===== src/rtl/simprisc_pkg.sv =====
// Shared types for the load/store unit: access size, controller state and latched request metadata.
package simprisc_pkg;

    typedef enum logic [1:0] {
        SZ_B   = 2'b00,
        SZ_H   = 2'b01,
        SZ_W   = 2'b10,
        SZ_ILL = 2'b11
    } size_t;

    typedef enum logic [2:0] {
        IDLE    = 3'd0,
        RD      = 3'd1,
        RD_RESP = 3'd2,
        WR      = 3'd3,
        RMW_RD  = 3'd4,
        RMW_WR  = 3'd5,
        ERR     = 3'd6
    } lsu_state_t;

    typedef struct packed {
        size_t       size;
        logic        uns;
        logic [1:0]  lane;
        logic [4:0]  rd;
    } lsu_meta_t;

    // Half must be 2-byte aligned, word 4-byte aligned; size 11 is never legal.
    function automatic logic misaligned(input size_t size, input logic [1:0] lo);
        case (size)
            SZ_B:    misaligned = 1'b0;
            SZ_H:    misaligned = lo[0];
            SZ_W:    misaligned = |lo;
            default: misaligned = 1'b1;
        endcase
    endfunction

endpackage


===== src/rtl/lsu_ctrl_if.sv =====
// Core request/response and memory port bundle of the load/store unit.
// slave is the controller's view; master is the core-plus-memory side.
interface lsu_ctrl_if #(parameter int AW = 32);
    logic          req_valid;
    logic          req_ready;
    logic          req_store;
    logic [1:0]    req_size;
    logic          req_unsigned;
    logic [AW-1:0] req_addr;
    logic [31:0]   req_wdata;
    logic [4:0]    req_rd;

    logic          resp_valid;
    logic [31:0]   resp_rdata;
    logic [4:0]    resp_rd;
    logic          resp_err;

    logic [AW-1:0] mem_addr;
    logic [31:0]   mem_wdata;
    logic          mem_rw;
    logic [31:0]   mem_rdata;

    modport master (
        output req_valid, req_store, req_size, req_unsigned, req_addr, req_wdata, req_rd,
        input  req_ready,
        input  resp_valid, resp_rdata, resp_rd, resp_err,
        input  mem_addr, mem_wdata, mem_rw,
        output mem_rdata
    );

    modport slave (
        input  req_valid, req_store, req_size, req_unsigned, req_addr, req_wdata, req_rd,
        output req_ready,
        output resp_valid, resp_rdata, resp_rd, resp_err,
        output mem_addr, mem_wdata, mem_rw,
        input  mem_rdata
    );
endinterface


===== src/rtl/lsu_align.sv =====
// Combinational lane extraction with sign/zero extension for loads, and lane merge for sub-word stores.
// Little-endian: lane = byte offset within the word.
module lsu_align
    import simprisc_pkg::*;
(
    input  size_t       size,
    input  logic        uns,
    input  logic [1:0]  lane,
    input  logic [31:0] rdata,
    input  logic [31:0] wdata,
    output logic [31:0] load_data,
    output logic [31:0] merged
);

    logic [31:0] shifted;
    logic [31:0] mask;
    logic [31:0] rep;

    always_comb begin
        shifted   = rdata >> {lane, 3'b000};
        load_data = rdata;
        mask      = 32'hFFFF_FFFF;
        rep       = wdata;
        case (size)
            SZ_B: begin
                load_data = uns ? {24'h0, shifted[7:0]} : {{24{shifted[7]}}, shifted[7:0]};
                mask      = 32'h0000_00FF << {lane, 3'b000};
                rep       = {4{wdata[7:0]}};
            end
            SZ_H: begin
                load_data = uns ? {16'h0, shifted[15:0]} : {{16{shifted[15]}}, shifted[15:0]};
                mask      = 32'h0000_FFFF << {lane, 3'b000};
                rep       = {2{wdata[15:0]}};
            end
            default: ;
        endcase
        // Replicated store data lets the mask alone pick the target lane(s).
        merged = (rdata & ~mask) | (rep & mask);
    end

endmodule


===== src/rtl/lsu_ctrl.sv =====
// Load/store controller: one request at a time; loads and sub-word stores take 2 cycles, word stores and errors 1.
// req_ready only in IDLE; responses are single-cycle pulses with no backpressure.
module lsu_ctrl
    import simprisc_pkg::*;
#(
    parameter int AW = 32
) (
    input  logic      clk,
    input  logic      nreset,
    lsu_ctrl_if.slave bus
);

    lsu_state_t    state;
    lsu_state_t    state_nxt;
    lsu_meta_t     meta_q;
    logic [AW-1:0] mem_addr_q;
    logic [31:0]   wdata_q;
    logic [31:0]   sdata_q;

    size_t         req_sz;
    logic          req_mis;
    logic          accept;
    logic [31:0]   load_data;
    logic [31:0]   merged;

    assign req_sz  = size_t'(bus.req_size);
    assign req_mis = misaligned(req_sz, bus.req_addr[1:0]);
    assign accept  = bus.req_valid && nreset && (state == IDLE);

    lsu_align u_align (
        .size      (meta_q.size),
        .uns       (meta_q.uns),
        .lane      (meta_q.lane),
        .rdata     (bus.mem_rdata),
        .wdata     (sdata_q),
        .load_data (load_data),
        .merged    (merged)
    );

    always_ff @(posedge clk) begin
        if (!nreset) begin
            state <= IDLE;
        end else begin
            state <= state_nxt;
        end
    end

    always_comb begin
        state_nxt = state;
        case (state)
            IDLE: begin
                if (accept) begin
                    if (req_mis)
                        state_nxt = ERR;
                    else if (bus.req_store && req_sz == SZ_W)
                        state_nxt = WR;
                    else if (bus.req_store)
                        state_nxt = RMW_RD;
                    else
                        state_nxt = RD;
                end
            end
            RD:      state_nxt = RD_RESP;
            RMW_RD:  state_nxt = RMW_WR;
            RD_RESP: state_nxt = IDLE;
            WR:      state_nxt = IDLE;
            RMW_WR:  state_nxt = IDLE;
            ERR:     state_nxt = IDLE;
            default: state_nxt = IDLE;
        endcase
    end

    always_comb begin
        bus.req_ready  = nreset && (state == IDLE);
        bus.resp_valid = 1'b0;
        bus.resp_err   = 1'b0;
        bus.resp_rdata = 32'h0;
        bus.resp_rd    = meta_q.rd;
        bus.mem_rw     = 1'b0;
        bus.mem_addr   = mem_addr_q;
        bus.mem_wdata  = wdata_q;
        case (state)
            RD_RESP: begin
                bus.resp_valid = 1'b1;
                bus.resp_rdata = load_data;
            end
            WR: begin
                bus.resp_valid = 1'b1;
                bus.mem_rw     = 1'b1;
            end
            RMW_WR: begin
                bus.resp_valid = 1'b1;
                bus.mem_rw     = 1'b1;
                bus.mem_wdata  = merged;
            end
            ERR: begin
                bus.resp_valid = 1'b1;
                bus.resp_err   = 1'b1;
            end
            default: ;
        endcase
    end

    // Memory-side registers only move on a real access so the port holds its last value while idle.
    always_ff @(posedge clk) begin
        if (!nreset) begin
            meta_q     <= '0;
            mem_addr_q <= '0;
            wdata_q    <= 32'h0;
            sdata_q    <= 32'h0;
        end else begin
            if (accept) begin
                meta_q.size <= req_sz;
                meta_q.uns  <= bus.req_unsigned;
                meta_q.lane <= bus.req_addr[1:0];
                meta_q.rd   <= bus.req_rd;
                sdata_q     <= bus.req_wdata;
                if (!req_mis) begin
                    mem_addr_q <= {bus.req_addr[AW-1:2], 2'b00};
                    if (bus.req_store && req_sz == SZ_W)
                        wdata_q <= bus.req_wdata;
                end
            end
            if (state == RMW_WR)
                wdata_q <= merged;
        end
    end

endmodule


===== src/flat_wrapper.sv =====
// flat-port wrapper written by rule: the top's interface ports become plain ports
module lsu_ctrl_flat import simprisc_pkg::*;
#(
    parameter int AW = 32
)
  (clk, nreset, bus_req_valid, bus_req_store, bus_req_size, bus_req_unsigned, bus_req_addr, bus_req_wdata, bus_req_rd, bus_req_ready, bus_resp_valid, bus_resp_rdata, bus_resp_rd, bus_resp_err, bus_mem_addr, bus_mem_wdata, bus_mem_rw, bus_mem_rdata);
  lsu_ctrl_if #(.AW(AW)) bus_i ();
  input  logic clk;
  input  logic nreset;
  input wire logic [$bits(bus_i.req_valid)-1:0] bus_req_valid;
  input wire logic [$bits(bus_i.req_store)-1:0] bus_req_store;
  input wire logic [$bits(bus_i.req_size)-1:0] bus_req_size;
  input wire logic [$bits(bus_i.req_unsigned)-1:0] bus_req_unsigned;
  input wire logic [$bits(bus_i.req_addr)-1:0] bus_req_addr;
  input wire logic [$bits(bus_i.req_wdata)-1:0] bus_req_wdata;
  input wire logic [$bits(bus_i.req_rd)-1:0] bus_req_rd;
  output wire logic [$bits(bus_i.req_ready)-1:0] bus_req_ready;
  output wire logic [$bits(bus_i.resp_valid)-1:0] bus_resp_valid;
  output wire logic [$bits(bus_i.resp_rdata)-1:0] bus_resp_rdata;
  output wire logic [$bits(bus_i.resp_rd)-1:0] bus_resp_rd;
  output wire logic [$bits(bus_i.resp_err)-1:0] bus_resp_err;
  output wire logic [$bits(bus_i.mem_addr)-1:0] bus_mem_addr;
  output wire logic [$bits(bus_i.mem_wdata)-1:0] bus_mem_wdata;
  output wire logic [$bits(bus_i.mem_rw)-1:0] bus_mem_rw;
  input wire logic [$bits(bus_i.mem_rdata)-1:0] bus_mem_rdata;
  assign bus_i.req_valid = bus_req_valid;
  assign bus_i.req_store = bus_req_store;
  assign bus_i.req_size = bus_req_size;
  assign bus_i.req_unsigned = bus_req_unsigned;
  assign bus_i.req_addr = bus_req_addr;
  assign bus_i.req_wdata = bus_req_wdata;
  assign bus_i.req_rd = bus_req_rd;
  assign bus_req_ready = bus_i.req_ready;
  assign bus_resp_valid = bus_i.resp_valid;
  assign bus_resp_rdata = bus_i.resp_rdata;
  assign bus_resp_rd = bus_i.resp_rd;
  assign bus_resp_err = bus_i.resp_err;
  assign bus_mem_addr = bus_i.mem_addr;
  assign bus_mem_wdata = bus_i.mem_wdata;
  assign bus_mem_rw = bus_i.mem_rw;
  assign bus_i.mem_rdata = bus_mem_rdata;
  lsu_ctrl #(.AW(AW)) u_core (.clk(clk), .nreset(nreset), .bus(bus_i));
endmodule

===== config.mk =====
export PLATFORM = sky130hd
export DESIGN_NAME = lsu_ctrl_flat
export DESIGN_NICKNAME = d
export VERILOG_FILES = /design/src/rtl/simprisc_pkg.sv /design/src/rtl/lsu_ctrl_if.sv /design/src/rtl/lsu_align.sv /design/src/rtl/lsu_ctrl.sv /design/src/flat_wrapper.sv
export SDC_FILE = /design/constraint.sdc
export NUM_CORES = 1
export LEC_CHECK = 0
export ABC_AREA = 1
export BUFFER_PORTS_ARGS = -buffer_cell sky130_fd_sc_hd__buf_2
export CAP_MARGIN = 10
export CORE_ASPECT_RATIO = 0.5
export CORE_MARGIN = 4
export CORE_UTILIZATION = 25
export CTS_CLUSTER_DIAMETER = 200
export CTS_CLUSTER_SIZE = 8
export DETAILED_ROUTE_END_ITERATION = 8
export PLACE_DENSITY = 0.49
export REMOVE_ABC_BUFFERS = 1
export SETUP_SLACK_MARGIN = 0.15
export SLEW_MARGIN = 20
export SYNTH_ARGS = -nofsm -noshare
export SYNTH_HDL_FRONTEND = slang
export SYNTH_SLANG_ARGS = --single-unit

===== constraint.sdc =====
create_clock -name clk -period 2.9 [get_ports clk]
set_clock_uncertainty 0.2 [all_clocks]
set_input_delay 0.145 -clock clk [delete_from_list [all_inputs] [get_ports clk]]
set_output_delay 0.145 -clock clk [all_outputs]
set_load 0.02 [all_outputs]

After elaboration in Yosys (flattened, before gate mapping)
Cells that the tools add are included.
- register bits: 107
- input port bits: 108
- output and inout port bits: 105
- word-level logic and storage cells: 61
- equality and inequality tests: 11
- shift-type cells: 3
- multiplexer cells: 20
- bitwise gates (word level): 5
- reductions and logical operators: 14
- operator list (operator ; count):
    two-way mux 32 bit ; 8
    case mux 32 bit (2 select lines) ; 3
    bitwise AND 32 bit ; 2
    NOT 32 bit ; 1
    bitwise OR 32 bit ; 1
    << shifter 16 x 5 -> 32 bit (first input constant) ; 1
    << shifter 8 x 5 -> 32 bit (first input constant) ; 1
    right shift 32 x 5 -> 16 bit ; 1
    two-way mux 3 bit ; 4
    equality test 3 bit (second input constant) ; 3
    case mux 3 bit (3 select lines) ; 1
    equality test 3 x 2 -> 1 bit (second input constant) ; 2
    equality test 2 x 1 -> 1 bit (second input constant) ; 2
    logical AND 1 bit ; 4
    logical NOT 2 bit ; 2
    nonzero test 2 bit ; 2
    OR reduction 2 bit ; 2
    OR reduction 4 bit ; 1
    equality test 3 x 1 -> 1 bit (second input constant) ; 1
    logical NOT 3 bit ; 1
    two-way mux 1 bit ; 3
    case mux 1 bit (3 select lines) ; 1
    AND reduction 3 bit ; 1
    equality test 2 bit (second input constant) ; 1
    4 further kinds ; 4

Longest topological paths before layout
- depth in word-level cells: 6
- mapped depth: 11

By module
A second synthesis with hierarchy kept.
- cells, all modules: 1167
- area, all modules: 6700.2 sq um
- modules (own cells, without submodules) (module ; times used ; cells an instance ; area an instance (sq um)):
    lsu_ctrl ; 1 ; 814 ; 5170.0
    lsu_align ; 1 ; 353 ; 1530.2

Worst setup path after synthesis
No wires, ideal clock.
- path kind: reg2out
- start point: register u_core.meta_q[9] (netlist name)
- end point: output bus_resp_rdata[30]
- arrival: 1480 ps
- setup slack: 1075 ps
- stages on the path, launching flop included: 10
- cells stage by stage: dfxtp_1 -> buf_4 -> inv_6 -> nand2_2 -> nor2_1 -> nand2_1 -> nand3_2 -> nand2_4 -> buf_8 -> nor2_1
- longest elaborated chain between the ends: 3
- elaborated cells between the ends (all ways): 4
- those cells by class: eq/ne (1); mux (2); reduce/logical (1)
- RTL lines (item ; RTL line ; RTL):
    equality test 2 x 1 -> 1 bit / logical NOT 2 bit (equally long branches) ; lsu_align.sv:24 ; case (size)
    case mux 32 bit (2 select lines) (*) ; lsu_align.sv:24 ;
    two-way mux 32 bit (*) ; lsu_ctrl.sv:82 ; case (state)
    end: declaration ; flat_wrapper.sv:19 ; output wire logic [$bits(bus_i.resp_rdata)-1:0] bus_resp_rdata;
Every way passes the cells marked *; elsewhere a longest branch is shown, timed or not.

Worst setup path after layout
- start point: register u_core.meta_q[8] (netlist name)
- end point: output bus_resp_rdata[11]
- longest elaborated chain between the ends: 3
- elaborated cells between the ends (all ways): 4
- those cells by class: eq/ne (1); mux (2); reduce/logical (1)
- RTL lines (item ; RTL line):
    equality test 2 x 1 -> 1 bit / logical NOT 2 bit (equally long branches) ; lsu_align.sv:24
    case mux 32 bit (2 select lines) (*) ; lsu_align.sv:24
    two-way mux 32 bit (*) ; lsu_ctrl.sv:82
Marked as above.

==> impl_metrics.tcl <==
set metrics [dict create \
    status "completed" \
    reg2reg_depth 8 \
    whs_endpoint "u_core.state[1]" \
    internal_power_mw 2.88 \
    synth_area_per_cell_um2 6.14 \
    fp.dieW_um 231 \
    finalCritPeriodShare_pct 89.8 \
    finalCriticalPeriod_ps 2610 \
    core_um2 24300 \
    powerDensity_nw_per_um2 510 \
    grt_start_max_net_pins 80 \
    seqPwrFrac_pct 37.9 \
    worst_slew_pin_slew_ps 791 \
    postCtsSetupBuffers 0 \
    cts_sinks 107 \
    drcViolationCount 0 \
    critPathCaptureType "primary output" \
    io_buffers 210 \
    max_cap_viol_count 0 \
    hold_viol_final 0 \
    die_area_um2 27700 \
    hold_path.startpoint "bus_req_valid" \
    swShare_pct 34.3 \
    io_pins 213 \
    wl_per_cell_um 15.0 \
    leakage_nw 4.34 \
    setup.worst_path.start_class "register" \
    grt_pass1_wl_mm 37.8 \
    grt_pass1_vias 7049 \
    num_antenna_cells 0 \
    whs_path_depth 5 \
    slew_violations 0 \
    path_delay_family "flip-flops" \
    routabilityCongestion 0.868 \
    clockBufferDepth 2 \
    cp_num_buf_inv 3 \
    synthCells 1014 \
    setup_viol_count_final 0 \
    hp-class "in -> reg" \
    p_clk_share_pct 33.0 \
    antenna_found_initial 0 \
    ys_ff_latch 107 \
    rr_startpoint "u_core.state[1]" \
    drtIter0Drc 346 \
    numCtsBuffers 9 \
    syn_area_um2 6230 \
    ys_types 31 \
    num_vias 7235 \
    path_cells "inv_1 > nand2_4 > nor2_1 > nand2_1 > o21ai_0 > o21ai_0 > inv_1 > buf_2" \
    die_h_um 120 \
    max_stage_delay_ps 550 \
    worstPathArrival_ps 2260 \
    reg2reg_setup_slack_ps 670 \
    std_cell_rows 40 \
    p_sw_mw 1.50 \
    vias_per_cell 4.52 \
    ys.warnings.count 0 \
    root_buffer "clkbuf_16" \
    final_nets 1368 \
    rsz0062_at_grt "true" \
    insertion_delay_ps 360 \
    place_inst 1511 \
    grt_usage_pct 17.1 \
    worstPathRequired_ps 2560 \
    slew_headroom_pct 47.2 \
    cts_max_level 3 \
    setup_tns_ps 0 \
    ys_seq_area_share_pct 34.4 \
    drive_gt1_share_pct 22.6 \
    hpwl_mm 17.2 \
    cts_tree "yes" \
    first_pass_iters 5 \
    power_frac_comb_pct 29.0 \
    wl_mm 24.0 \
    area_growth_pct 37.9 \
    final-instance-count-excl-fill 1601 \
    cpMaxStageDelayCell "dfxtp_1" \
    reg2reg_to "u_core.wdata_q[15]" \
    crit_type "reg -> out" \
    grt.overflow.total 0 \
    clkTransAtPathRegs_ps 70 \
    ir_drop_uv 271 \
    start_util_pct 25.7 \
    cp_max_fo 10 \
    fmax_mhz 384 \
    ant_nets 0 \
]
-- kinds of logic (layout without fill, tap and decap cells) --
family	after synthesis	after routing	share of synthesized area (%)
simple gates	507	507	34.9
compound gates	215	215	17.7
buf+inv	184	434	12.9
flops	107	107	34.4
other cells	1	2	0.0602
-- repair_timing --
| action | 4_1_cts | 5_1_grt |
|---|---|---|
| hold endpoints to repair | 107 | 0 |
| hold buffers | 74 | 0 |
| resized for setup | 1 | 6 |
| endpoints found under the setup margin | 1 | 39 |
-- worst max-delay path by stage --
stage	cells past startpoint	slack (ps)	startpoint	end
after floorplan	8	310	u_core.meta_q[9]	bus_mem_wdata[16]
after global placement	6	600	u_core.meta_q[5]	bus_resp_rdata[14]
after detailed placement	6	560	u_core.meta_q[5]	bus_resp_rdata[14]
after CTS	8	170	u_core.meta_q[6]	bus_mem_wdata[17]
after global routing	9	140	u_core.meta_q[5]	bus_resp_rdata[20]
final	8	290	u_core.meta_q[8]	bus_resp_rdata[11]
-- synthesized netlist by cell type --
cell | count | share of area, %
nand4_1 | 1 | 0.10
nand2_4 | 1 | 0.18
conb_1 | 1 | 0.060
buf_6 | 3 | 0.54
o21ai_2 | 1 | 0.14
o211ai_1 | 5 | 0.60
nand3_4 | 1 | 0.28
nor2_2 | 13 | 1.3
inv_2 | 6 | 0.36
buf_2 | 18 | 1.4
o21ai_0 | 112 | 9.0
nand3b_4 | 1 | 0.32
dfxtp_1 | 107 | 34
inv_1 | 108 | 6.5
buf_8 | 1 | 0.24
clkbuf_1 | 32 | 1.9
nand3b_1 | 6 | 0.72
nor2_4 | 3 | 0.54
nand2_2 | 8 | 0.80
a21oi_1 | 81 | 6.5
nand3_1 | 89 | 7.2
o21ai_1 | 11 | 0.88
nand3_2 | 4 | 0.64
inv_6 | 1 | 0.14
a211oi_1 | 2 | 0.24
a31oi_1 | 2 | 0.20
buf_4 | 14 | 1.7
nor2_1 | 134 | 8.1
o21bai_1 | 1 | 0.12
buf_1 | 1 | 0.060
nand2_1 | 246 | 15
-- worst register-to-register path: stages (launching register included) --
cell     delay [ps]
dfxtp_1         420
inv_2            70
nand3_2         110
buf_4           430
nand3_1         220
nand3_4         420
a21oi_1         130
nand2_1          90
inv_1            40
-- registers in the layout, indices dropped and copies added (netlist names) --
signal	flops
u_core.sdata_q	32
u_core.wdata_q	32
u_core.bus.mem_addr	30
u_core.bus.resp_rd	5
u_core.meta_q	5
u_core.state	3
-- layout make-up --
class | count | area (um2)
sequential | 107 | 2140
inverter | 115 | 439
tap | 336 | 420
timing repair buffer | 303 | 1930
clock inverter | 3 | 67.6
fill | 2614 | 15700
clock buffer | 13 | 280
multi-input combinational | 724 | 3300
-- power groups by stage --
stage / Clock [mW] / Sequential (mW) / Combinational [mW]
floorplan: 0 / 1.74 / 0.670
global placement: 0 / 1.69 / 1.18
detailed placement: 0 / 1.69 / 1.19
CTS: 1.50 / 1.66 / 1.27
global route: 1.56 / 1.68 / 1.41
finish: 1.45 / 1.66 / 1.27
-- layout by cell type (no fill, tap or decap) --
| cell | n |
|---|---|
| nand2_1 | 246 |
| buf_2 | 210 |
| nor2_1 | 134 |
| o21ai_0 | 112 |
| inv_1 | 108 |
| dfxtp_1 | 105 |
| nand3_1 | 89 |
| a21oi_1 | 81 |
| dlygate4sd3_1 | 74 |
| buf_4 | 19 |
| nor2_2 | 12 |
| o21ai_1 | 11 |
| clkbuf_16 | 9 |
| nand2_2 | 7 |
| inv_2 | 6 |
| nand3b_1 | 6 |
| o211ai_1 | 5 |
| nand3_2 | 4 |
| nor2_4 | 4 |
| clkbuf_8 | 4 |
| nand2_4 | 2 |
| a31oi_1 | 2 |
| a211oi_1 | 2 |
| conb_1 | 2 |
| bufinv_16 | 2 |
| dfxtp_2 | 2 |
| inv_8 | 1 |
| o21ai_4 | 1 |
| nand3b_4 | 1 |
| nand3_4 | 1 |
| nand4_1 | 1 |
| o21bai_1 | 1 |
| clkinvlp_4 | 1 |
-- through the flow --
| stage | util (%) | area, um2 | total power, mW | hold WS (ps) | setup slack, ps |
|---|---|---|---|---|---|
| floorplan | - | 5870 | 2.41 | 57.7 | 314 |
| global placement | 30.8 | 7480 | 2.87 | 144 | 598 |
| detailed placement | 30.8 | 7480 | 2.88 | 159 | 563 |
| CTS | 35.3 | 8580 | 4.43 | 24.4 | 172 |
| global route | 35.4 | 8590 | 4.65 | 66.4 | 139 |
| finish | 35.4 | 8590 | 4.38 | 39.4 | 295 |
-- metal layers --
layer | global-route usage [%] | vias up | wire [um]
met1 | 20.3 | 3324 | 10300
met2 | 30.4 | 163 | 11900
met5 | 0 | - | 0
met4 | 6.72 | 0 | 835
met3 | 3.39 | 50 | 885
li1 | - | 3698 | -
Power figures use the tool's default switching activity.
